[src/rtl/mux_n_arb.sv]
// N-input arbitrated multiplexer with a one-entry registered output and valid/ready handshakes.
// Define MUX_ARB_RR_EN for round-robin arbitration; the default build uses fixed lowest-index priority.
module mux_n_arb #(
  parameter int WIDTH = 32,
  parameter int N     = 4,
  localparam int SEL_W = (N > 1) ? $clog2(N) : 1
) (
  input  logic               clk,
  input  logic               rst,
  input  logic [N*WIDTH-1:0] in_data,
  input  logic [N-1:0]       in_valid,
  output logic [N-1:0]       in_ready,
  output logic [WIDTH-1:0]   out_data,
  output logic [SEL_W-1:0]   out_sel,
  output logic               out_valid,
  input  logic               out_ready
);

  logic [N-1:0][WIDTH-1:0] din;
  logic                    load;
  logic                    gnt_vld;
  logic [SEL_W-1:0]        gnt_idx;

  assign din  = in_data;
  assign load = !out_valid || out_ready;

`ifdef MUX_ARB_RR_EN
  logic [SEL_W-1:0] last;

  // Search starts one past the last winner so every requester is served within N grants.
  always_comb begin
    int idx;
    gnt_vld = 1'b0;
    gnt_idx = '0;
    for (int k = 1; k <= N; k++) begin
      idx = (int'(last) + k) % N;
      if (!gnt_vld && in_valid[idx]) begin
        gnt_vld = 1'b1;
        gnt_idx = SEL_W'(idx);
      end
    end
  end

  always_ff @(posedge clk or posedge rst) begin
    if (rst)                  last <= SEL_W'(N - 1);
    else if (load && gnt_vld) last <= gnt_idx;
  end
`else
  // Descending scan so the lowest asserted index wins.
  always_comb begin
    gnt_vld = 1'b0;
    gnt_idx = '0;
    for (int k = N - 1; k >= 0; k--) begin
      if (in_valid[k]) begin
        gnt_vld = 1'b1;
        gnt_idx = SEL_W'(k);
      end
    end
  end
`endif

  always_comb begin
    in_ready = '0;
    if (!rst && load && gnt_vld) in_ready = N'(1) << gnt_idx;
  end

  always_ff @(posedge clk or posedge rst) begin
    if (rst) begin
      out_valid <= 1'b0;
      out_data  <= '0;
      out_sel   <= '0;
    end else if (load) begin
      out_valid <= gnt_vld;
      if (gnt_vld) begin
        out_data <= din[gnt_idx];
        out_sel  <= gnt_idx;
      end
    end
  end

endmodule

[config.mk]
export PLATFORM = sky130hd
export DESIGN_NAME = mux_n_arb
export DESIGN_NICKNAME = d
export VERILOG_FILES = /design/src/rtl/mux_n_arb.sv
export SDC_FILE = /design/constraint.sdc
export NUM_CORES = 1
export LEC_CHECK = 0
export CORE_ASPECT_RATIO = 1.75
export CORE_UTILIZATION = 29
export CTS_CLUSTER_DIAMETER = 50
export DETAILED_ROUTE_END_ITERATION = 6
export PLACE_DENSITY = 0.65
export SLEW_MARGIN = 25
export SYNTH_ARGS = -nofsm -noshare
export SYNTH_HDL_FRONTEND = slang
export SYNTH_SLANG_ARGS = --single-unit
[constraint.sdc]
create_clock -name clk -period 1.6 [get_ports clk]
set_clock_uncertainty 0.15 [all_clocks]
set_input_delay 0.24 -clock clk [delete_from_list [all_inputs] [get_ports clk]]
set_output_delay 0.24 -clock clk [all_outputs]
set_load 0.005 [all_outputs]
==> out/summary.txt, run 1 <==
Ports: 174
commonest cells after routing, fill and taps aside: clkdlybuf4s50_1, dfrtp_1, a21oi_1, nand2_1, buf_4
initial core utilization: 0.297
die area: 9660 sq um
setup_tns: -2.70 ns
CP required: 1.21 ns
GR Util All Layers: 0.233
CORE AREA: 9040 sq um
# rows: 46
clock-pin slew on the worst setup and hold paths: 0.06 ns
Critical Setup Path Class: reg -> out
H-tree depth reported by CTS: 2
Layout area overhead: 82.1%
Netlist cell types: 28
initial antenna violation count: 0
gpl congestion: 0.802
synthesized area per cell: 9.42 sq um
Slew Limit Headroom: 0.767
post-synthesis cell count: 285
Final period util: 1.09
final core utilization: 0.541
final setup vio count: 36
grt total ovfl: 0
pwr dens: 729 nW/um^2
largest area contributor in the netlist: dfrtp_1
Place WS: -0.643 ns
fin crit period: 1.74 ns
share of layout cells above drive strength 1: 0.194
Syn Nets: 420
worst-path cell chain: buf_6 -> nor2b_4 -> nor2_4 -> and4_1 -> buf_2
Arr. time, crit path: 1.35 ns
worst-skew pair later-pin latency: 0.29 ns
Synth area leaders: dfrtp_1, o32a_1, a211o_2
final WL: 11100 microns
post-route setup slack: -0.137 ns
Leak: 1.93 nW
DRC: 0
CP Capture Type: output port
length of the first detailed-routing pass in iterations: 4
antenna cell count: 0
Yosys reg bits: 35
Buffers on Ports: 173
failing checks: negative setup slack
worst-path maximum fanout: 3
first-pass GRT wire length: 16700 microns
Most used DFF post-synth: dfrtp_1
Worst Hold Class: in -> async
DIE WIDTH: 74.7 microns
largest buffer count on any clock path: 2
Inst Count DP: 573
Peak VDD IR: 352 uV
largest net degree at the start of global routing: 55
Critical Path Max Stage Delay: 0.39 ns
CTS tree: yes
CP top delay family: simple AND/OR/NAND/NOR gates
routed vias/inst: 5.30
DR vias: 3119
Layout Nets: 603
antenna viol nets, final: 0
Hold WS: 0.0743 ns
Iteration-0 DRC Markers: 155
Post-DP Area: 4610 sq um
CP Launch Type: flip-flop
total power: 3.56 mW
outcome: complete, but fails checks
slowest CP cell: dfrtp_1
slew at the pin closest to its max-slew limit: 0.349 ns
Worst Path Buf+Inv: 2
Die H: 129 microns
vias in the first global route: 3337
Post-synth EDFFs: 0
post-synth top area share: 0.326
commonest non-fill, non-tap cell in the layout: clkdlybuf4s50_1
RSZ-0062 raised after global routing: yes
sequential share of the synthesized area: 0.326
DP HPWL: 8090 microns
maxcap violations: 0
number of CTS-inserted buffers: 5
Cell Area, Synth: 2680 sq um
wire per inst: 18.9 microns
Pins Over Slew Limit: 0
Final Hold Vio Count: 0
Max Freq: 0.576 GHz
non-filler cells, final: 589
fin area: 4890 sq um
Synth async-reset ratio: 1.00
synth warn: 0
clock sinks: 35
CTS root buffer: clkbuf_16
[power breakdown]
part	internal [mW]	leakage (nW)	switching, mW	total (mW)
Sequential	1.00	0.398	0.0694	1.07
Clock	0.893	0.0900	0.413	1.31
Combinational	0.776	1.45	0.408	1.18
[routing by layer]
layer	track usage	wire, microns
met1	0.229	3930
met2	0.451	6230
met3	0.0443	589
met4	0.0988	371
met5	0	0
[synthesized netlist by cell type (2+ instances only)]
| cell type | count |
|---|---|
| and3_1 | 2 |
| o21a_1 | 32 |
| nor2_1 | 2 |
| a211o_1 | 4 |
| dfrtp_1 | 35 |
| a211o_2 | 27 |
| nand3b_1 | 32 |
| o32a_1 | 32 |
| buf_4 | 4 |
| nand2_1 | 33 |
| clkbuf_1 | 18 |
| buf_6 | 13 |
| nor2b_1 | 2 |
| a21oi_1 | 34 |
| and4_1 | 2 |
[worst min-delay path: stages]
cell	delay [ns]
dlygate4sd2_1	0.25
clkinvlp_4	0.10
buf_4	0.13
buf_4	0.10
[timing repair]
item	in CTS	in global routing
hold buffers	0	0
gates resized for setup	28	3
cloned	0	0
endpoints found under the setup margin	39	37
buffers inserted	8	1
pin swaps	5	2
[logic make-up (layout without fill, tap and decap cells)]
group                  Yosys count  in the layout  synth area share
flip-flops                      35             35             0.326
AO/OA/AOI/OAI                  132            132             0.395
buffers and inverters           38            222            0.0965
AND/OR/NAND/NOR                 80             80             0.182
[state kept, by name (all words and copies together) (netlist names)]
register	cells
out_data	32
out_sel	2
out_valid	1
[cell type report]
cell class | instances | area (sq um)
clock buffers | 5 | 125
clock inverters | 3 | 67.6
fillers | 846 | 4150
inverters | 1 | 7.51
multi-input cells | 212 | 1580
flip-flops and latches | 35 | 876
well taps | 120 | 150
repair buffers | 213 | 2080
[path summary, 6_finish.rpt]
path                                                from                        to  slack [ns]  cells past startpoint
min in group clk                             in_valid[0]    out_sel[0]$_DFFE_PP0P_        0.32                      4
worst min register to register  out_data[10]$_DFFE_PP0P_  out_data[10]$_DFFE_PP0P_        0.35                      1
worst max register to register     out_valid$_DFFE_PP0P_  out_data[30]$_DFFE_PP0P_       -0.12                      5
worst max-delay path               out_valid$_DFFE_PP0P_               in_ready[3]       -0.14                      5
max in group asynchronous                            rst  out_data[24]$_DFFE_PP0P_        0.82                      4
worst min-delay path                                 rst  out_data[28]$_DFFE_PP0P_        0.07                      4
(Power assumes the default switching activity.)
==> inputs of run 2 (changes only) <==
- SLEW_MARGIN: 25 -> 15
==> results of run 2 <==
Final layout, timing and power as in run 1 (identical DEF).
==> inputs of run 3 (changes only) <==
- CORE_UTILIZATION: 29 -> 33
- PLACE_DENSITY: 0.65 -> 0.73
==> run 3 against run 2 <==
  * The run now ends clean
  * Clock-buffer cell count grew 2
  * Die area fell by 12%
  * Cell count down 6.3%
  * Non-clock buffer count decreased by 7
  * Setup slack better by 0.17 ns
  * Critical endpoint is now out_data[11]$_DFFE_PP0P_
  * Highest routed layer unchanged
==> out/summary.txt, run 3 (same netlist as run 1, synthesis figures left out) <==
DRC: 0 (unchanged)
initial core utilization: 0.339 (+0.0423)
worst-path maximum fanout: 18 (+15)
H-tree depth reported by CTS: 2 (unchanged)
Sw Ratio: 0.259 (+0.00907)
total power: 3.27 mW (-8.3%)
outcome: finished, final reports clean
grt total ovfl: 0 (unchanged)
clock sinks: 35 (unchanged)
maxcap violations: 0 (unchanged)
Slew Limit Headroom: 0.702 (-0.0649)
slew at the pin closest to its max-slew limit: 0.446 ns (+0.0974 ns)
Peak VDD IR: 524 uV (+49%)
CTS tree: yes
worst r2r src: out_valid$_DFFE_PP0P_
Logic pwr share: 0.352 (+0.020)
first-pass GRT wire length: 16200 microns (-3.1%)
Buffers on Ports: 173 (unchanged)
Worst Path Buf+Inv: 1 (-1)
Inst Count DP: 540 (-5.8%)
antenna viol nets, final: 0 (unchanged)
max reg flops: 32 (unchanged)
antenna cell count: 0 (unchanged)
largest net degree at the start of global routing: 36 (-35%)
RR Endpoint: out_data[11]$_DFFE_PP0P_
DP HPWL: 7840 microns (-3.1%)
final WL: 10400 microns (-6.4%)
Worst Hold Class: in -> async
fin crit period: 1.56 ns (-0.174 ns)
CTS root buffer: clkbuf_16
Leak: 1.87 nW (-3.3%)
Place WS: -0.616 ns (+0.0275 ns)
Seq pwr share: 0.329 (+0.028)
Layout area overhead: 75.2%
Iteration-0 DRC Markers: 183 (+18%)
length of the first detailed-routing pass in iterations: 4 (unchanged)
final setup vio count: 0 (-100%)
GR Util All Layers: 0.247 (+0.0139)
CP Launch Type: flip-flop
Layout Nets: 596 (-1.2%)
die area: 8510 sq um (-12%)
CP top delay family: compound AO/OA/AOI/OAI gates
non-filler cells, final: 552 (-6.3%)
initial antenna violation count: 0 (unchanged)
Ports: 174 (unchanged)
Critical Setup Path Class: reg -> reg
wire per inst: 18.9 microns (-0.16%)
number of CTS-inserted buffers: 5 (unchanged)
slowest CP cell: dfrtp_1
clock share of power: 0.319 (-0.048)
R2R Setup Slk: 0.04 ns (+0.16 ns)
post-route setup slack: 0.0368 ns (+0.174 ns)
Final period util: 0.977 (-0.109)
pwr dens: 694 nW/um^2 (-4.7%)
worst-path cell chain: nor2b_4 -> buf_4 -> a211o_2 -> o32a_1
vias in the first global route: 3271 (-2.0%)
RSZ-0062 raised after global routing: yes
Hold WS: 0.0667 ns (-0.00754 ns)
largest reg by FF count: out_data
Pins Over Slew Limit: 0 (unchanged)
largest buffer count on any clock path: 2 (unchanged)
worst r2r path cells: 4 (-1)
Final Hold Vio Count: 0 (unchanged)
commonest cells after routing, fill and taps aside: clkdlybuf4s50_1, dfrtp_1, a21oi_1, nand2_1
setup_tns: 0 ns (+2.70 ns)
routed vias/inst: 5.65 (+6.6%)
gpl congestion: 0.836 (+4.3%)
# rows: 43 (-6.5%)
clock-pin slew on the worst setup and hold paths: 0.05 ns (about the same)
CP required: 1.61 ns (+0.40 ns)
CORE AREA: 7910 sq um (-12%)
Arr. time, crit path: 1.57 ns (+0.22 ns)
CP startpoint: out_valid$_DFFE_PP0P_
commonest non-fill, non-tap cell in the layout: clkdlybuf4s50_1
DIE WIDTH: 70.2 microns (-6.1%)
Critical Path Max Stage Delay: 0.37 ns (-0.02 ns)
Net Switching: 0.846 mW (-5.0%)
Max Freq: 0.640 GHz (+11%)
Pint: 2.42 mW (-9.4%)
DR vias: 3117 (-0.064%)
worst-skew pair later-pin latency: 0.28 ns (about the same)
Die H: 121 microns (-6.2%)
Fillers: 726 (-14%)
CP Capture Type: flip-flop
biggest regs: out_data: 32 flops, out_sel: 2 flops, out_valid: 1 flops
share of layout cells above drive strength 1: 0.180 (-0.0144)
==> run 3: cell types whose count changed in the layout (fill, tap and decap cells not counted), sizes merged <==
cell | before | now
clkbuf | 5 | 8
bufinv | 2 | 0
buf | 46 | 38
==> run 3: cell type report <==
class	count	area, sq um	share of cell area
multi-input combinational	212	1570	0.334
sequential	35	876	0.186
timing repair buffer	206	1980	0.420
tap	90	113	0.0239
clock inverter	1	7.51	0.00160
clock buffer	7	153	0.0325
inverter	1	7.51	0.00160
==> run 3: timing repair <==
action / 4_1_cts / 5_1_grt
pin swaps: 4 / 0
buffers inserted: 5 / 0
endpoints found under the setup margin: 39 / 2
gates resized for setup: 23 / 2
hold buffers: 0 / 0
==> run 3: stage by stage <==
stage               instance area [sq um]  utilization
finish                               4700        0.595
global route                         4700        0.595
CTS                                  4700        0.595
detailed placement                   4520        0.572
global placement                     4520        0.572
floorplan                            2720            -
==> run 3: worst max path at each step <==
stage	end	cells after the start
2_1_floorplan	out_data[0]$_DFFE_PP0P_	5
3_3_place_gp	in_ready[3]	5
3_5_place_dp	in_ready[3]	5
4_1_cts	in_ready[0]	4
5_1_grt	out_data[12]$_DFFE_PP0P_	4
6_report	out_data[11]$_DFFE_PP0P_	4
==> run 3: worst min-delay path, cell delays in order <==
cell and delay, ns:
dlygate4sd2_1 0.26, clkinvlp_4 0.08, buf_4 0.12, buf_4 0.12
==> run 3: power by group through the flow <==
stage	registers, mW	clock network, mW	logic [mW]
3_3_place_gp	1.08	0	1.13
5_1_grt	1.09	1.11	1.23
4_1_cts	1.07	1.07	1.16
6_report	1.07	1.04	1.15
2_1_floorplan	1.09	0	0.449
3_5_place_dp	1.09	0	1.15
==> run 3: routing by layer <==
layer	track usage	vias up	share of wire
li1	-	1447	-
met1	0.268	1493	0.38
met2	0.449	145	0.53
met3	0.0382	32	0.047
met4	0.135	0	0.043
met5	0	-	0
